## config.mk

```make
export PLATFORM = sky130hd
export DESIGN_NAME = sdram_bist
export DESIGN_NICKNAME = d
export VERILOG_FILES = /design/src/rtl/sdram_bist.sv
export SDC_FILE = /design/constraint.sdc
export NUM_CORES = 1
export LEC_CHECK = 0
export BUFFER_PORTS_ARGS = -buffer_cell sky130_fd_sc_hd__buf_2
export CELL_PAD_IN_SITES_DETAIL_PLACEMENT = 1
export CELL_PAD_IN_SITES_GLOBAL_PLACEMENT = 2
export CORE_MARGIN = 2
export CORE_UTILIZATION = 35
export DETAILED_ROUTE_END_ITERATION = 8
export PLACE_DENSITY = 0.9
export SYNTH_ARGS = -nofsm -noshare
export SYNTH_HDL_FRONTEND = slang
export SYNTH_SLANG_ARGS = --single-unit
```

## constraint.sdc

```tcl
create_clock -name clk -period 7.41 [get_ports clk]
set_input_delay 1.1115 -clock clk [delete_from_list [all_inputs] [get_ports clk]]
set_output_delay 1.1115 -clock clk [all_outputs]
set_load 0.05 [all_outputs]
```

## src/rtl/sdram_bist.sv

```systemverilog
// sdram_bist: write-then-read memory self test driving a sys_sdram style
// valid/ready request port. Writes WORDS pattern words starting at ADDR_BASE,
// reads them back and counts miscompares.
// Build option: define SDRAM_BIST_LFSR_EN for a 32-bit Fibonacci LFSR
// pattern (taps 32,22,2,1); otherwise the pattern is address ^ 32'hA5A5_5A5A.
module sdram_bist #(
    parameter logic [31:0] ADDR_BASE = 32'h0,
    parameter int unsigned WORDS     = 1024,
    parameter logic [31:0] SEED      = 32'h1
) (
    input  logic        clk,
    input  logic        rst,
    input  logic        start,
    output logic        o_valid,
    input  logic        i_ready,
    output logic [31:0] o_addr,
    output logic [31:0] o_wdata,
    output logic [3:0]  o_wstrb,
    input  logic [31:0] i_rdata,
    output logic        busy,
    output logic        done,
    output logic        pass,
    output logic [15:0] err_count,
    output logic [31:0] err_addr
);

    localparam int unsigned IW = 16;
    localparam int unsigned EW = 16;
    localparam int unsigned DW = 32;
    localparam logic [IW-1:0] LAST_IDX = IW'(WORDS - 1);

    typedef enum logic [1:0] {IDLE, WRITE, READ, FIN} state_t;

    state_t          state_q, state_d;
    logic [IW-1:0]   index_q;
    logic            xfer, last, enter_run, start_acc, err_hit, fin_entry;
    logic [EW-1:0]   err_count_d;
    logic [DW-1:0]   pat_cur, pat_first, pat_next;

`ifdef SDRAM_BIST_LFSR_EN
    localparam logic [DW-1:0] SEED_EFF = (SEED == 32'h0) ? 32'h1 : SEED;
    logic [DW-1:0] lfsr_q;

    assign pat_cur   = lfsr_q;
    assign pat_first = SEED_EFF;
    assign pat_next  = {lfsr_q[30:0], lfsr_q[31] ^ lfsr_q[21] ^ lfsr_q[1] ^ lfsr_q[0]};

    // Pattern generator: restart from seed at each phase entry, shift per transfer
    always_ff @(posedge clk or posedge rst) begin
        if (rst) begin
            lfsr_q <= SEED_EFF;
        end else if (enter_run) begin
            lfsr_q <= SEED_EFF;
        end else if (xfer) begin
            lfsr_q <= pat_next;
        end
    end
`else
    localparam logic [DW-1:0] PAT_KEY = 32'hA5A5_5A5A;

    assign pat_cur   = o_addr ^ PAT_KEY;
    assign pat_first = ADDR_BASE ^ PAT_KEY;
    assign pat_next  = (o_addr + DW'(1)) ^ PAT_KEY;
`endif

    assign xfer = o_valid && i_ready;
    assign last = (index_q == LAST_IDX);

    // Next-state and per-cycle control decode
    always_comb begin
        state_d     = state_q;
        start_acc   = 1'b0;
        err_hit     = 1'b0;
        err_count_d = err_count;
        case (state_q)
            IDLE, FIN: begin
                if (start) begin
                    state_d   = WRITE;
                    start_acc = 1'b1;
                end
            end
            WRITE: begin
                if (xfer && last) state_d = READ;
            end
            READ: begin
                if (xfer && last) state_d = FIN;
                if (xfer && (i_rdata != pat_cur)) begin
                    err_hit = 1'b1;
                    if (err_count != '1) err_count_d = err_count + EW'(1);
                end
            end
            default: state_d = IDLE;
        endcase
        enter_run = (state_d != state_q) && ((state_d == WRITE) || (state_d == READ));
        fin_entry = (state_q == READ) && (state_d == FIN);
    end

    // State register
    always_ff @(posedge clk or posedge rst) begin
        if (rst) state_q <= IDLE;
        else     state_q <= state_d;
    end

    // Request port, index and result registers
    always_ff @(posedge clk or posedge rst) begin
        if (rst) begin
            index_q   <= '0;
            o_valid   <= 1'b0;
            o_addr    <= ADDR_BASE;
            o_wdata   <= '0;
            o_wstrb   <= 4'h0;
            busy      <= 1'b0;
            done      <= 1'b0;
            pass      <= 1'b0;
            err_count <= '0;
            err_addr  <= '0;
        end else begin
            o_valid <= (state_d == WRITE) || (state_d == READ);
            busy    <= (state_d == WRITE) || (state_d == READ);
            o_wstrb <= (state_d == WRITE) ? 4'hF : 4'h0;
            if (enter_run) begin
                index_q <= '0;
                o_addr  <= ADDR_BASE;
                o_wdata <= (state_d == WRITE) ? pat_first : '0;
            end else if (xfer) begin
                index_q <= index_q + IW'(1);
                o_addr  <= o_addr + DW'(1);
                o_wdata <= (state_q == WRITE) ? pat_next : '0;
            end
            if (start_acc) begin
                err_count <= '0;
                err_addr  <= '0;
                done      <= 1'b0;
                pass      <= 1'b0;
            end else begin
                err_count <= err_count_d;
                if (err_hit && (err_count == '0)) err_addr <= o_addr;
                if (fin_entry) begin
                    done <= 1'b1;
                    pass <= (err_count_d == '0);
                end
            end
        end
    end

endmodule
```

Yosys cells after proc, flatten, opt, wreduce, memory -nomap -nowiden:

Index checks and enable logic that the tools add are counted.

* output and inout port bits: 120
* bits in registers: 137
* input port bits: 36
* logic and storage cells: 66

* reduce and logical (&&, ||, !) cells: 14
* eq/ne operators: 10
* bitwise gates (word level): 2
* multiplexer cells: 27
* $add $sub $neg: 3

Operators with widths (count)
* two-way mux 32 bit: 8
* two-way mux 16 bit: 6
* adder 16 x 1 -> 16 bit, second input constant: 2
* adder 32 x 1 -> 32 bit, second input constant: 1
* zero test 16 bit: 2
* != test 32 bit: 1
* NOT 16 bit: 2
* equality test 16 x 10 -> 1 bit, second input constant: 1
* != test 16 bit, second input constant: 1
* equality test 2 bit, second input constant: 4
* two-way mux 1 bit: 8
* logical AND 1 bit: 6
* two-way mux 2 bit: 3
* one-hot mux 2 bit (3 select lines): 1
* nonzero test 2 bit: 3
* equality test 2 x 1 -> 1 bit, second input constant: 2
* two-way mux 4 bit: 1
* zero test 2 bit: 1
* != test 2 bit: 1
* OR reduction 2 bit: 1
* logical OR 1 bit: 1

Depth between registers and ports, before layout:

Gate-level depths: netlist of the first run.

* depth in word-level cells: 8
* gate-level depth with buffers: 15
* depth with buffers taken out: 14

Least setup slack after synthesis of the first run:

Ideal clock, no wire load.

* path kind: input-to-reg
* start point: input i_ready
* end point: register o_wdata[11]
* path slack: 4.117 ns
* path buffers: 3
* arrival time: 3.167 ns
* stages on the path: 13
* data required time: 7.284 ns
* library setup time: 0.126 ns
* cells stage by stage: and4_1 -> nand2_1 -> nor2_1 -> nand3_1 -> a211oi_1 -> nor2_1 -> ha_1 -> o311a_1 -> buf_2 -> nor2b_1 -> clkbuf_2 -> buf_2 -> nor2_1

* word-level cells in the longest chain between the ends: 8
* elaborated cells on any way between the ends: 13

RTL lines
* from (decl): line 15 `input logic i_ready,`
* logical AND 1 bit (*): line 66 `assign xfer = o_valid && i_ready;`
* logical AND 1 bit (*): line 83, 86
* two-way mux 2 bit (on tied branches): line 86, 83
* one-hot mux 2 bit (3 select lines) (*): line 75 `case (state_q)`
* net state_d[0]: line 34 `state_t state_q, state_d;`
* equality test 2 x 1 -> 1 bit or equality test 2 bit (tied branches): line 94, 124
* logical OR 1 bit: line 94 `enter_run = (state_d != state_q) && ((state_d == WRITE) || (state_d == READ));`
* logical AND 1 bit: line 94
* two-way mux 32 bit or nonzero test 2 bit (tied branches)
* to (signal assigned): line 124 `o_wdata <= (state_d == WRITE) ? pat_first : '0;`
* to (signal assigned): line 128 `o_wdata <= (state_q == WRITE) ? pat_next : '0;`
* to (decl): line 17 `output logic [31:0] o_wdata,`

The timed path passes the listed nets; every way through them passes the cells marked *.
A chain may end at the register's enable or synchronous reset.

Worst setup path after layout of the first run:

* start point: input i_ready
* end point: register o_wdata[3]

The elaborated chain is that of the path after synthesis.

==> summary.txt, run 1 <==
CTS tree: yes
Setup tns final: 0 ns
Hpwl dp: 15900 um
Status: complete, no violations
Syn_area_per_cell: 8.95 um^2
Met3 routed WL: 1020 um
#FFs+latches synth: 134
Worst setup SP type: input pin
Crit path required time: 7.67 ns
Root buf cell: clkbuf_16
Max Root-Sink Buffers: 2
Core ar.: 20300 um^2
Largest net degree at the start of global routing: 82
Via count: 6164
Critical path data arrival time: 4.64 ns
Crit. End Element: register
Setup Skew: 0.00992 ns
Post-CTS Hold Fix Bufs: 0
Most frequent cells in the layout: 155 x buf_2, 136 x nand2_1, 134 x dfrtp_1
Synth area leaders: dfrtp_1 46%, xor2_1 8.1%, nand2_1 7.0%, nor2_1 6.9%, xnor2_1 6.4%
Most common cell after layout, fill and taps aside: buf_2
Worst-path cell chain: buf_2, and4_1, nand2_1, nor2_1, nand3_1, a211oi_1, nor2_1, ha_1, o311a_2, buf_4, nor2b_1, nor2_1
WL met2: 11100 um
Synth unique cells: 55
CTS clk-pin slew, worst paths: 0.06 ns
Final wirelength: 22600 um
Layout Area Growth over Synthesis: 19.2%
Share of cells above drive strength 1: 0.230
Leakage: 4.26 nW
Remaining Overflow, GRT: 0
Post-CTS setup buffer count: 0
GPL Wtd Cong: 0.823
Max IR drop VDD: 0.168 mV
Vias in the first global route: 6389
# diodes: 0
Post-layout util: 0.427
Crit Path Max Fanout: 81
Slowest cell on the critical path: nor2b_1
FF-to-FF End: o_wdata[3]
Top layer in use: met4
Port Buffer Count: 155
Number of max-cap violations: 0
RSZ-0062 raised after global routing: false
DRT Pass-1 Iters: 4
Hold Path Depth: 2
Syn Nets: 859
Die Span Y: 148 um
Layout Nets: 968
R2r startpoint: state_q[0]
Final Cycle Share: 0.592
Max Slew Vio Count: 0
Hold crit path type: reg -> reg
Most frequent CP cell: nor2_1
Register area share after synthesis: 0.460
Ys flop type: dfrtp_1
Slew headroom: 0.253
Hold endpoint: done
CTS buffer count: 17
Clock Latency Late Sink: 0.42 ns
WL/cell: 18.8 um
CP bufs+invs: 2
Total number of H-tree levels: 4
Synth area leader: dfrtp_1
Initial antenna violation count: 1
TritonCTS Sinks: 134
Standard-cell rows: 52
DRT iter0 DRCs: 349
Critical path's top delay family: simple AND/OR/NAND/NOR gates
Cell count of the worst reg-to-reg path: 9
R2R setup slack: 3.14 ns
Final hold violations: 0
Total GRT Usage: 0.214
Die W: 148 um
CTS resizes: 0
Cell Area, Synth: 7280 um^2
Worst slew pin tran: 1.12 ns
# IOs: 156
Final min period: 4.39 ns
Post-synth top area share: 0.460
Ys async rst share: 1.00
Yosys warns: 0
Crit Path Category: in -> reg
EDFF count, synth: 0
Mapped Cells: 814
Via density: 5.12
Hold Startpoint: done
Fillers: 2449
Max incr delay on CP: 0.96 ns
FF/Latch Area: 3350 um^2
First-pass GRT wire length: 36200 um
Multi-input logic area: 3520 um^2
M1 wire length: 10100 um
Initial core utilization: 0.359
Pwr/cell area: 247 nW/um^2
FMAX: 228 MHz
Final ANT Viol Nets: 0
Die ar.: 22000 um^2
Final setup fails: 0
DRC Markers: 0
-- stage by stage --
step	power [W]	cells	hold slack (ns)	setup slack [ns]	cell area (um^2)
after global placement	0.00129	1174	0.483	2.66	8090
after detailed placement	0.00130	1174	0.489	2.58	8090
final	0.00214	1205	0.511	3.02	8680
after global routing	0.00224	1205	0.545	2.55	8680
after CTS	0.00217	1205	0.506	3.01	8680
after floorplan	0.00118	814	0.503	2.72	7280
-- synthesized netlist by cell type (2+ instances only) --
master	number
nand2_1	136
dfrtp_1	134
nor2_1	134
xor2_1	67
xnor2_1	53
a21oi_1	45
clkbuf_1	30
buf_2	22
nand4_1	16
nand3_1	15
a22oi_1	14
nor4_1	14
a221oi_1	13
inv_1	13
and3_1	11
o21ai_0	10
ha_1	9
buf_4	8
nor3_1	6
and2_1	5
clkbuf_2	5
nor4_2	4
a211oi_1	3
and4_1	3
buf_6	3
nand3_2	3
nor3b_1	3
o21a_1	3
a31oi_1	2
and3_2	2
buf_1	2
o31a_2	2
or2_2	2
-- worst register-to-register path: cells and delay by family (launching register included) --
| kind | cells | cell delay, ns |
|---|---|---|
| and+or+nand+nor | 3 | 1.95 |
| buffers and inverters | 2 | 0.78 |
| AOI/OAI and AO/OA | 3 | 0.57 |
| DFF | 1 | 0.39 |
| adders and majority gates | 1 | 0.42 |
-- worst max path at each step --
stage,from,endpoint,slack (ns),cells after the start
after global routing,i_ready,o_wdata[18],2.55,12
after global placement,i_ready,o_wdata[3],2.66,12
after CTS,i_ready,o_wdata[29],3.01,12
after detailed placement,i_ready,o_wdata[24],2.58,12
final,i_ready,o_wdata[3],3.02,12
after floorplan,rst,busy,2.72,1
-- state kept, by name (all words and copies together) (netlist names) --
signal	cells
o_wstrb	1
pass	1
state_q	2
err_addr	32
index_q	16
err_count	16
o_wdata	32
busy	1
o_addr	32
done	1
-- power breakdown --
part | internal (W) | switching (W) | leakage, nW
clock | 0.000543 | 0.000322 | 0.290
combinational | 0.000123 | 0.000262 | 2.15
sequential | 0.000781 | 0.000113 | 1.82
-- kinds of logic after synthesis --
family,share of synthesized area
AO/OA/AOI/OAI,0.0909
flip-flops,0.460
XOR/XNOR,0.144
adder cells (fa/ha/maj),0.0155
AND/OR/NAND/NOR,0.229
buffers and inverters,0.0567
multiplexers,0.00344
-- metal layers --
metal  GRT usage  vias up
li1            -     2906
met1       0.279     3072
met2       0.362      160
met3      0.0402       26
met4      0.0657        0
met5           0        -
-- layout make-up --
type                    instances  share of cell area
clock buffers                  22              0.0535
repair buffers                161              0.0946
well taps                     270              0.0389
inverters                      13             0.00620
flip-flops and latches        134               0.386
clock inverters                 9              0.0146
multi-input cells             596               0.406
Power figures use the tool's default switching activity.
==> inputs of run 2 (changes only) <==
--- a/config.mk
+++ b/config.mk
@@ -9,9 +9,9 @@
 export CELL_PAD_IN_SITES_DETAIL_PLACEMENT = 1
 export CELL_PAD_IN_SITES_GLOBAL_PLACEMENT = 2
 export CORE_MARGIN = 2
-export CORE_UTILIZATION = 35
+export CORE_UTILIZATION = 33
 export DETAILED_ROUTE_END_ITERATION = 8
-export PLACE_DENSITY = 0.9
+export PLACE_DENSITY = 0.85
 export SYNTH_ARGS = -nofsm -noshare
 export SYNTH_HDL_FRONTEND = slang
 export SYNTH_SLANG_ARGS = --single-unit
==> constraint.sdc (replaced) <==
create_clock -name clk -period 4.1 [get_ports clk]
set_input_delay 0.615 -clock clk [delete_from_list [all_inputs] [get_ports clk]]
set_output_delay 0.615 -clock clk [all_outputs]
set_load 0.05 [all_outputs]
==> summary.txt, run 2 (synthesized netlist as in run 1, its figures left out) <==
WL/cell: 19.3 um (was 18.8 um)
Most frequent cells in the layout: 155 x buf_2, 136 x nand2_1, 134 x dfrtp_1 (unchanged)
Crit path required time: 4.44 ns (was 7.67 ns)
Final hold violations: 0 (unchanged)
Pwr/cell area: 448 nW/um^2 (was 247 nW/um^2)
Worst slew pin tran: 1.14 ns (was 1.12 ns)
Max IR drop VDD: 0.261 mV (was 0.168 mV)
Hold crit path type: in -> async (was reg -> reg)
Largest net degree at the start of global routing: 63 (was 82)
Setup tns final: 0 ns (unchanged)
Placement Setup Slack: 0.654 ns (was 2.58 ns)
Fillers: 2599 (was 2449)
Max Slew Vio Count: 0 (unchanged)
Regs by FF count: err_addr: 32 flops, o_addr: 32 flops, o_wdata: 32 flops (unchanged)
Crit Path Max Fanout: 31 (was 81)
Cell count of the worst reg-to-reg path: 12 (was 9)
Crit. End Element: register (unchanged)
Final ANT Viol Nets: 0 (unchanged)
Slew headroom: 0.239 (was 0.253)
Hpwl dp: 16700 um (was 15900 um)
Number of max-cap violations: 0 (unchanged)
FF-to-FF End: o_wdata[16] (was o_wdata[3])
Post-CTS Hold Fix Bufs: 0 (unchanged)
FMAX: 305 MHz
TritonCTS Sinks: 134 (unchanged)
Max Root-Sink Buffers: 2 (unchanged)
Initial core utilization: 0.335 (was 0.359)
PnR worst setup slack: 0.817 ns (was 3.02 ns)
Total number of H-tree levels: 4 (unchanged)
GPL Wtd Cong: 0.826 (was 0.823)
Port Buffer Count: 155 (unchanged)
Worst setup SP type: register (was input pin)
Die Span Y: 153 um (was 148 um)
Final setup fails: 0 (unchanged)
Core ar.: 21800 um^2 (was 20300 um^2)
DRC Markers: 0 (unchanged)
CTS resizes: 0 (unchanged)
Final min period: 3.28 ns
Share of cells above drive strength 1: 0.243 (was 0.230)
RSZ-0062 raised after global routing: false (unchanged)
Die W: 153 um (was 148 um)
DRT iter0 DRCs: 303 (was 349)
Vias in the first global route: 6430 (was 6389)
Via count: 6280 (was 6164)
Via density: 5.11 (was 5.12)
Total GRT Usage: 0.207 (was 0.214)
Final Cycle Share: 0.801
CTS buffer count: 17 (unchanged)
# IOs: 156 (unchanged)
Initial antenna violation count: 2 (was 1)
DRT Pass-1 Iters: 4 (unchanged)
R2R setup slack: 0.82 ns (was 3.14 ns)
First-pass GRT wire length: 37300 um (was 36200 um)
Die ar.: 23300 um^2 (was 22000 um^2)
Standard-cell rows: 54 (was 52)
# diodes: 0 (unchanged)
Status: complete, no violations (unchanged)
Final wirelength: 23600 um (was 22600 um)
Root buf cell: clkbuf_16 (unchanged)
Crit Path Category: reg -> reg (was in -> reg)
Most common cell after layout, fill and taps aside: buf_2 (unchanged)
CTS clk-pin slew, worst paths: 0.06 ns (about the same)
Clock Latency Late Sink: 0.43 ns (was 0.42 ns)
Setup Skew: 0.0111 ns (was 0.00992 ns)
R2r startpoint: index_q[0] (was state_q[0])
Remaining Overflow, GRT: 0 (unchanged)
Layout Area Growth over Synthesis: 21.4% (was 19.2%)
Critical path data arrival time: 3.63 ns (was 4.64 ns)
Post-CTS setup buffer count: 0 (unchanged)
CTS tree: yes (unchanged)
Leakage: 4.34 nW (was 4.26 nW)
Layout Nets: 981 (was 968)
run 2: cell count changes in the layout (fill, tap and decap cells not counted), sizes merged:
| cell | before | now |
|---|---|---|
| bufinv | 3 | 4 |
| buf | 161 | 174 |
| clkinvlp | 1 | 4 |
| inv | 13 | 12 |
| clkbuf | 22 | 19 |
run 2: final cells by class:
class / count / area [um^2] / share of cell area
clock buffer: 19 / 443 / 0.0501
clock inverter: 12 / 179 / 0.0202
timing repair buffer: 174 / 943 / 0.107
inverter: 13 / 52.6 / 0.00594
multi-input combinational: 596 / 3520 / 0.398
tap: 280 / 350 / 0.0396
sequential: 134 / 3350 / 0.379
run 2: where the power goes:
part	internal (W)	switching, W	total, W
logic	0.000231	0.000485	0.000716
clock network	0.00103	0.000597	0.00163
registers	0.00141	0.000210	0.00162
run 2: critical path: stages, from the launching register on:
cell	delay, ns
dfrtp_1	0.39
ha_1	0.18
and4_1	0.29
nand2_1	0.07
nor2_1	0.23
nand3_1	0.21
a211oi_1	0.28
nor2_1	0.11
ha_1	0.32
o311a_2	0.44
buf_4	0.41
a21oi_1	0.07
a21oi_1	0.19
run 2: worst max path at each step:
stage                from           to  slack, ns  cells after the start
3_3_place_gp      i_ready  o_wdata[16]       0.77                     12
3_5_place_dp      i_ready  o_wdata[16]       0.65                     12
4_1_cts        index_q[0]  o_wdata[16]       0.79                     12
6_report       index_q[0]  o_wdata[16]       0.82                     12
2_1_floorplan        busy  o_wdata[11]       1.17                     13
5_1_grt        index_q[1]  o_wdata[16]       0.45                     12
run 2: metrics by stage:
| step | hold WS (ns) | power (W) | util | area (um^2) | std cells |
|---|---|---|---|---|---|
| final | 0.381 | 0.00396 | 0.406 | 8840 | 1228 |
| after global routing | 0.431 | 0.00415 | 0.406 | 8840 | 1228 |
| after CTS | 0.399 | 0.00401 | 0.406 | 8840 | 1228 |
| after detailed placement | 0.513 | 0.00237 | 0.378 | 8220 | 1197 |
| after global placement | 0.505 | 0.00236 | 0.378 | 8220 | 1197 |
| after floorplan | 0.503 | 0.00213 | - | 7290 | 814 |
run 2: layer usage:
layer  global-route usage  vias to the layer above  wire [um]  part of all wire
met5                    0                        -         25            0.0011
li1                     -                     2932          -                 -
met2                0.330                      178      10900              0.46
met1                0.273                     3125      10700              0.45
met3               0.0555                       41       1430             0.061
met4               0.0710                        4        613             0.026
==> inputs of run 3 (changes only) <==
--- a/config.mk
+++ b/config.mk
@@ -5,11 +5,12 @@
 export SDC_FILE = /design/constraint.sdc
 export NUM_CORES = 1
 export LEC_CHECK = 0
+export ABC_AREA = 1
 export BUFFER_PORTS_ARGS = -buffer_cell sky130_fd_sc_hd__buf_2
 export CELL_PAD_IN_SITES_DETAIL_PLACEMENT = 1
 export CELL_PAD_IN_SITES_GLOBAL_PLACEMENT = 2
 export CORE_MARGIN = 2
-export CORE_UTILIZATION = 33
+export CORE_UTILIZATION = 31
 export DETAILED_ROUTE_END_ITERATION = 8
 export PLACE_DENSITY = 0.85
 export SYNTH_ARGS = -nofsm -noshare
==> constraint.sdc (replaced) <==
create_clock -name clk -period 3.19 [get_ports clk]
set_input_delay 0.4785 -clock clk [delete_from_list [all_inputs] [get_ports clk]]
set_output_delay 0.4785 -clock clk [all_outputs]
set_load 0.05 [all_outputs]
==> summary.txt, run 3 <==
Status: complete, no violations (unchanged)
Final ANT Viol Nets: 0 (unchanged)
Number of max-cap violations: 0 (unchanged)
Syn Nets: 1110 (was 859)
Register area share after synthesis: 0.434 (was 0.460)
Max Root-Sink Buffers: 2 (unchanged)
Combinational share of power: 0.388 (was 0.181)
Ys flop type: dfrtp_1 (unchanged)
CTS tree: yes (unchanged)
Layout Area Growth over Synthesis: 22.1% (was 21.4%)
Worst slew pin tran: 0.792 ns (was 1.14 ns)
Slowest cell on the critical path: xnor2_1 (was o311a_2)
Layout Nets: 1264 (was 981)
Sequential power share: 0.304 (was 0.409)
Sw frac: 0.452 (was 0.326)
Final Cycle Share: 0.924 (was 0.801)
Critical path data arrival time: 3.28 ns (was 3.63 ns)
Hold crit path type: in -> async (unchanged)
Synth area leader: dfrtp_1 (unchanged)
Worst-path cell chain: xnor2_1, nand2_1, nor2_1, nand2_1, nor2_1, nand2_2, nand2_2, nor4_4, or2_1, buf_4, o22ai_1 (was ha_1, and4_1, nand2_1, nor2_1, nand3_1, a211oi_1, nor2_1, ha_1, o311a_2, buf_4, a21oi_1, a21oi_1)
Port Buffer Count: 155 (unchanged)
Syn_area_per_cell: 7.26 um^2 (was 8.95 um^2)
Cell Area, Synth: 7730 um^2 (was 7280 um^2)
Slew headroom: 0.471 (was 0.239)
# diodes: 0 (unchanged)
FMAX: 339 MHz (was 305 MHz)
GPL Wtd Cong: 0.841 (was 0.826)
Die Span Y: 162 um (was 153 um)
Setup Skew: 0.0121 ns (was 0.0111 ns)
Minimum hold slack: 0.184 ns (was 0.381 ns)
Final hold violations: 0 (unchanged)
Max incr delay on CP: 0.57 ns (was 0.44 ns)
Total number of H-tree levels: 4 (unchanged)
Die ar.: 26200 um^2 (was 23300 um^2)
Clock share of power: 0.308 (was 0.410)
Crit Path Max Fanout: 32 (was 31)
Max Slew Vio Count: 0 (unchanged)
Initial antenna violation count: 1 (was 2)
Initial core utilization: 0.317 (was 0.335)
Via count: 7621 (was 6280)
Most common cell after layout, fill and taps aside: nand2_1 (was buf_2)
WL/cell: 17.9 um (was 19.3 um)
Synth area leaders: dfrtp_1 43%, nand2_1 16%, inv_1 7.6%, nor2_1 5.6%, xor2_1 3.6% (was dfrtp_1 46%, xor2_1 8.1%, nand2_1 7.0%, nor2_1 6.9%, xnor2_1 6.4%)
Total GRT Usage: 0.219 (was 0.207)
Worst setup SP type: register (unchanged)
Yosys warns: 0 (unchanged)
Post-CTS Hold Fix Bufs: 0 (unchanged)
CTS buffer count: 17 (unchanged)
DRC Markers: 0 (unchanged)
#FFs+latches synth: 134 (unchanged)
EDFF count, synth: 0 (unchanged)
Root buf cell: clkbuf_16 (unchanged)
TritonCTS Sinks: 134 (unchanged)
Setup tns final: 0 ns (unchanged)
DRT iter0 DRCs: 566 (was 303)
Most frequent cells in the layout: 325 x nand2_1, 156 x inv_1, 155 x buf_2 (was 155 x buf_2, 136 x nand2_1, 134 x dfrtp_1)
Crit Path Category: reg -> reg (unchanged)
Die W: 162 um (was 153 um)
Max IR drop VDD: 0.479 mV (was 0.261 mV)
Core ar.: 24400 um^2 (was 21800 um^2)
Via density: 4.90 (was 5.11)
Post-synth top cells: 325 x nand2_1, 157 x inv_1, 134 x dfrtp_1, 115 x nor2_1, 52 x nand3_1 (was 136 x nand2_1, 134 x dfrtp_1, 134 x nor2_1, 67 x xor2_1, 53 x xnor2_1)
Ys async rst share: 1.00 (unchanged)
First-pass GRT wire length: 44500 um (was 37300 um)
Standard-cell rows: 57 (was 54)
DRT Pass-1 Iters: 5 (was 4)
Hpwl dp: 20600 um (was 16700 um)
Remaining Overflow, GRT: 0 (unchanged)
Share of cells above drive strength 1: 0.192 (was 0.243)
P_sw: 0.00300 W (was 0.00129 W)
Leakage: 5.04 nW (was 4.34 nW)
Post-CTS setup buffer count: 0 (unchanged)
Crit path required time: 3.53 ns (was 4.44 ns)
Top-count cell post-synth: nand2_1 (unchanged)
RSZ-0062 raised after global routing: false (unchanged)
Pwr/cell area: 704 nW/um^2 (was 448 nW/um^2)
Clock Latency Late Sink: 0.43 ns (about the same)
Crit. End Element: register (unchanged)
Mapped Cells: 1065 (was 814)
Final wirelength: 27900 um (was 23600 um)
Regs by FF count: err_addr: 32 flops, o_addr: 32 flops, o_wdata: 32 flops (unchanged)
Int Pwr: 0.00364 W (was 0.00267 W)
CTS clk-pin slew, worst paths: 0.07 ns (was 0.06 ns)
CTS resizes: 0 (unchanged)
Synth unique cells: 39 (was 55)
# IOs: 156 (unchanged)
Vias in the first global route: 7765 (was 6430)
Largest net degree at the start of global routing: 72 (was 63)
Final min period: 2.95 ns (was 3.28 ns)
Post-synth top area share: 0.434 (was 0.460)
Final setup fails: 0 (unchanged)
==> run 3: changes by cell type after synthesis, moves of 25 or more <==
cell | before | now
a21oi_1 | 45 | 9
clkbuf_1 | 30 | 5
inv_1 | 13 | 157
nand2_1 | 136 | 325
nand3_1 | 15 | 52
o21ai_1 | 0 | 36
xnor2_1 | 53 | 13
xor2_1 | 67 | 32
==> run 3: stage by stage <==
| step | utilization | instances | area, um^2 | setup slack [ns] | total power, W |
|---|---|---|---|---|---|
| after detailed placement | 0.362 | 1524 | 8830 | 0.0984 | 0.00465 |
| after CTS | 0.387 | 1556 | 9440 | 0.209 | 0.00672 |
| after global routing | 0.387 | 1556 | 9440 | 0.0418 | 0.00707 |
| after floorplan | - | 1065 | 7740 | 0.584 | 0.00409 |
| final | 0.387 | 1556 | 9440 | 0.243 | 0.00665 |
| after global placement | 0.362 | 1524 | 8830 | 0.204 | 0.00462 |
==> run 3: logic make-up (layout without fill, tap and decap cells) <==
group                    count (synthesis)  after routing  share of synthesized area
AND/OR/NAND/NOR                        566            566                      0.310
buffers and inverters                  206            373                      0.116
flip-flops                             134            134                      0.434
AO/OA/AOI/OAI                          105            105                     0.0747
XOR/XNOR                                45             45                     0.0510
adder cells (fa/ha/maj)                  9              9                     0.0146
==> run 3: final cells by class <==
cell class | count | area (um^2)
inverters | 164 | 627
repair buffers | 177 | 966
flip-flops and latches | 134 | 3350
multi-input cells | 725 | 3490
fillers | 3105 | 14900
clock buffers | 18 | 439
well taps | 324 | 405
clock inverters | 14 | 164
==> run 3: path summary, 6_finish.rpt <==
| path | from | to | slack [ns] | depth (start not counted) |
|---|---|---|---|---|
| worst max-delay path | o_addr[28] | err_addr[8] | 0.24 | 11 |
| min in group clk | start | state_q[0] | 0.45 | 3 |
| worst min-delay path | rst | err_addr[19] | 0.18 | 2 |
| worst max register to register | o_addr[28] | err_addr[8] | 0.24 | 11 |
| worst min register to register | o_wdata[3] | o_wdata[3] | 0.49 | 2 |
| max in group asynchronous | rst | index_q[2] | 2.29 | 3 |
==> run 3: critical path: cells and delay by family (launching register included) <==
kind                   cells  cell delay, ns
buffers and inverters      1            0.27
flip-flops                 1            0.40
XOR/XNOR                   1            0.57
AO/OA/AOI/OAI              1            0.19
AND/OR/NAND/NOR            8            1.40
==> run 3: metal layers <==
metal  vias to the layer above  global-route usage  routed length, um
li1                       3634                   -                  -
met1                      3749               0.310              13000
met2                       210               0.341              12800
met3                        28              0.0432               1640
met4                         0              0.0583                438
met5                         -                   0                  0
==> run 3: power by group through the flow <==
| stage | logic [W] | registers (W) | clock network [W] |
|---|---|---|---|
| 5_1_grt | 0.00287 | 0.00205 | 0.00216 |
| 3_3_place_gp | 0.00257 | 0.00205 | 0 |
| 2_1_floorplan | 0.00159 | 0.00249 | 0 |
| 4_1_cts | 0.00261 | 0.00203 | 0.00208 |
| 3_5_place_dp | 0.00259 | 0.00205 | 0 |
| 6_report | 0.00258 | 0.00202 | 0.00205 |
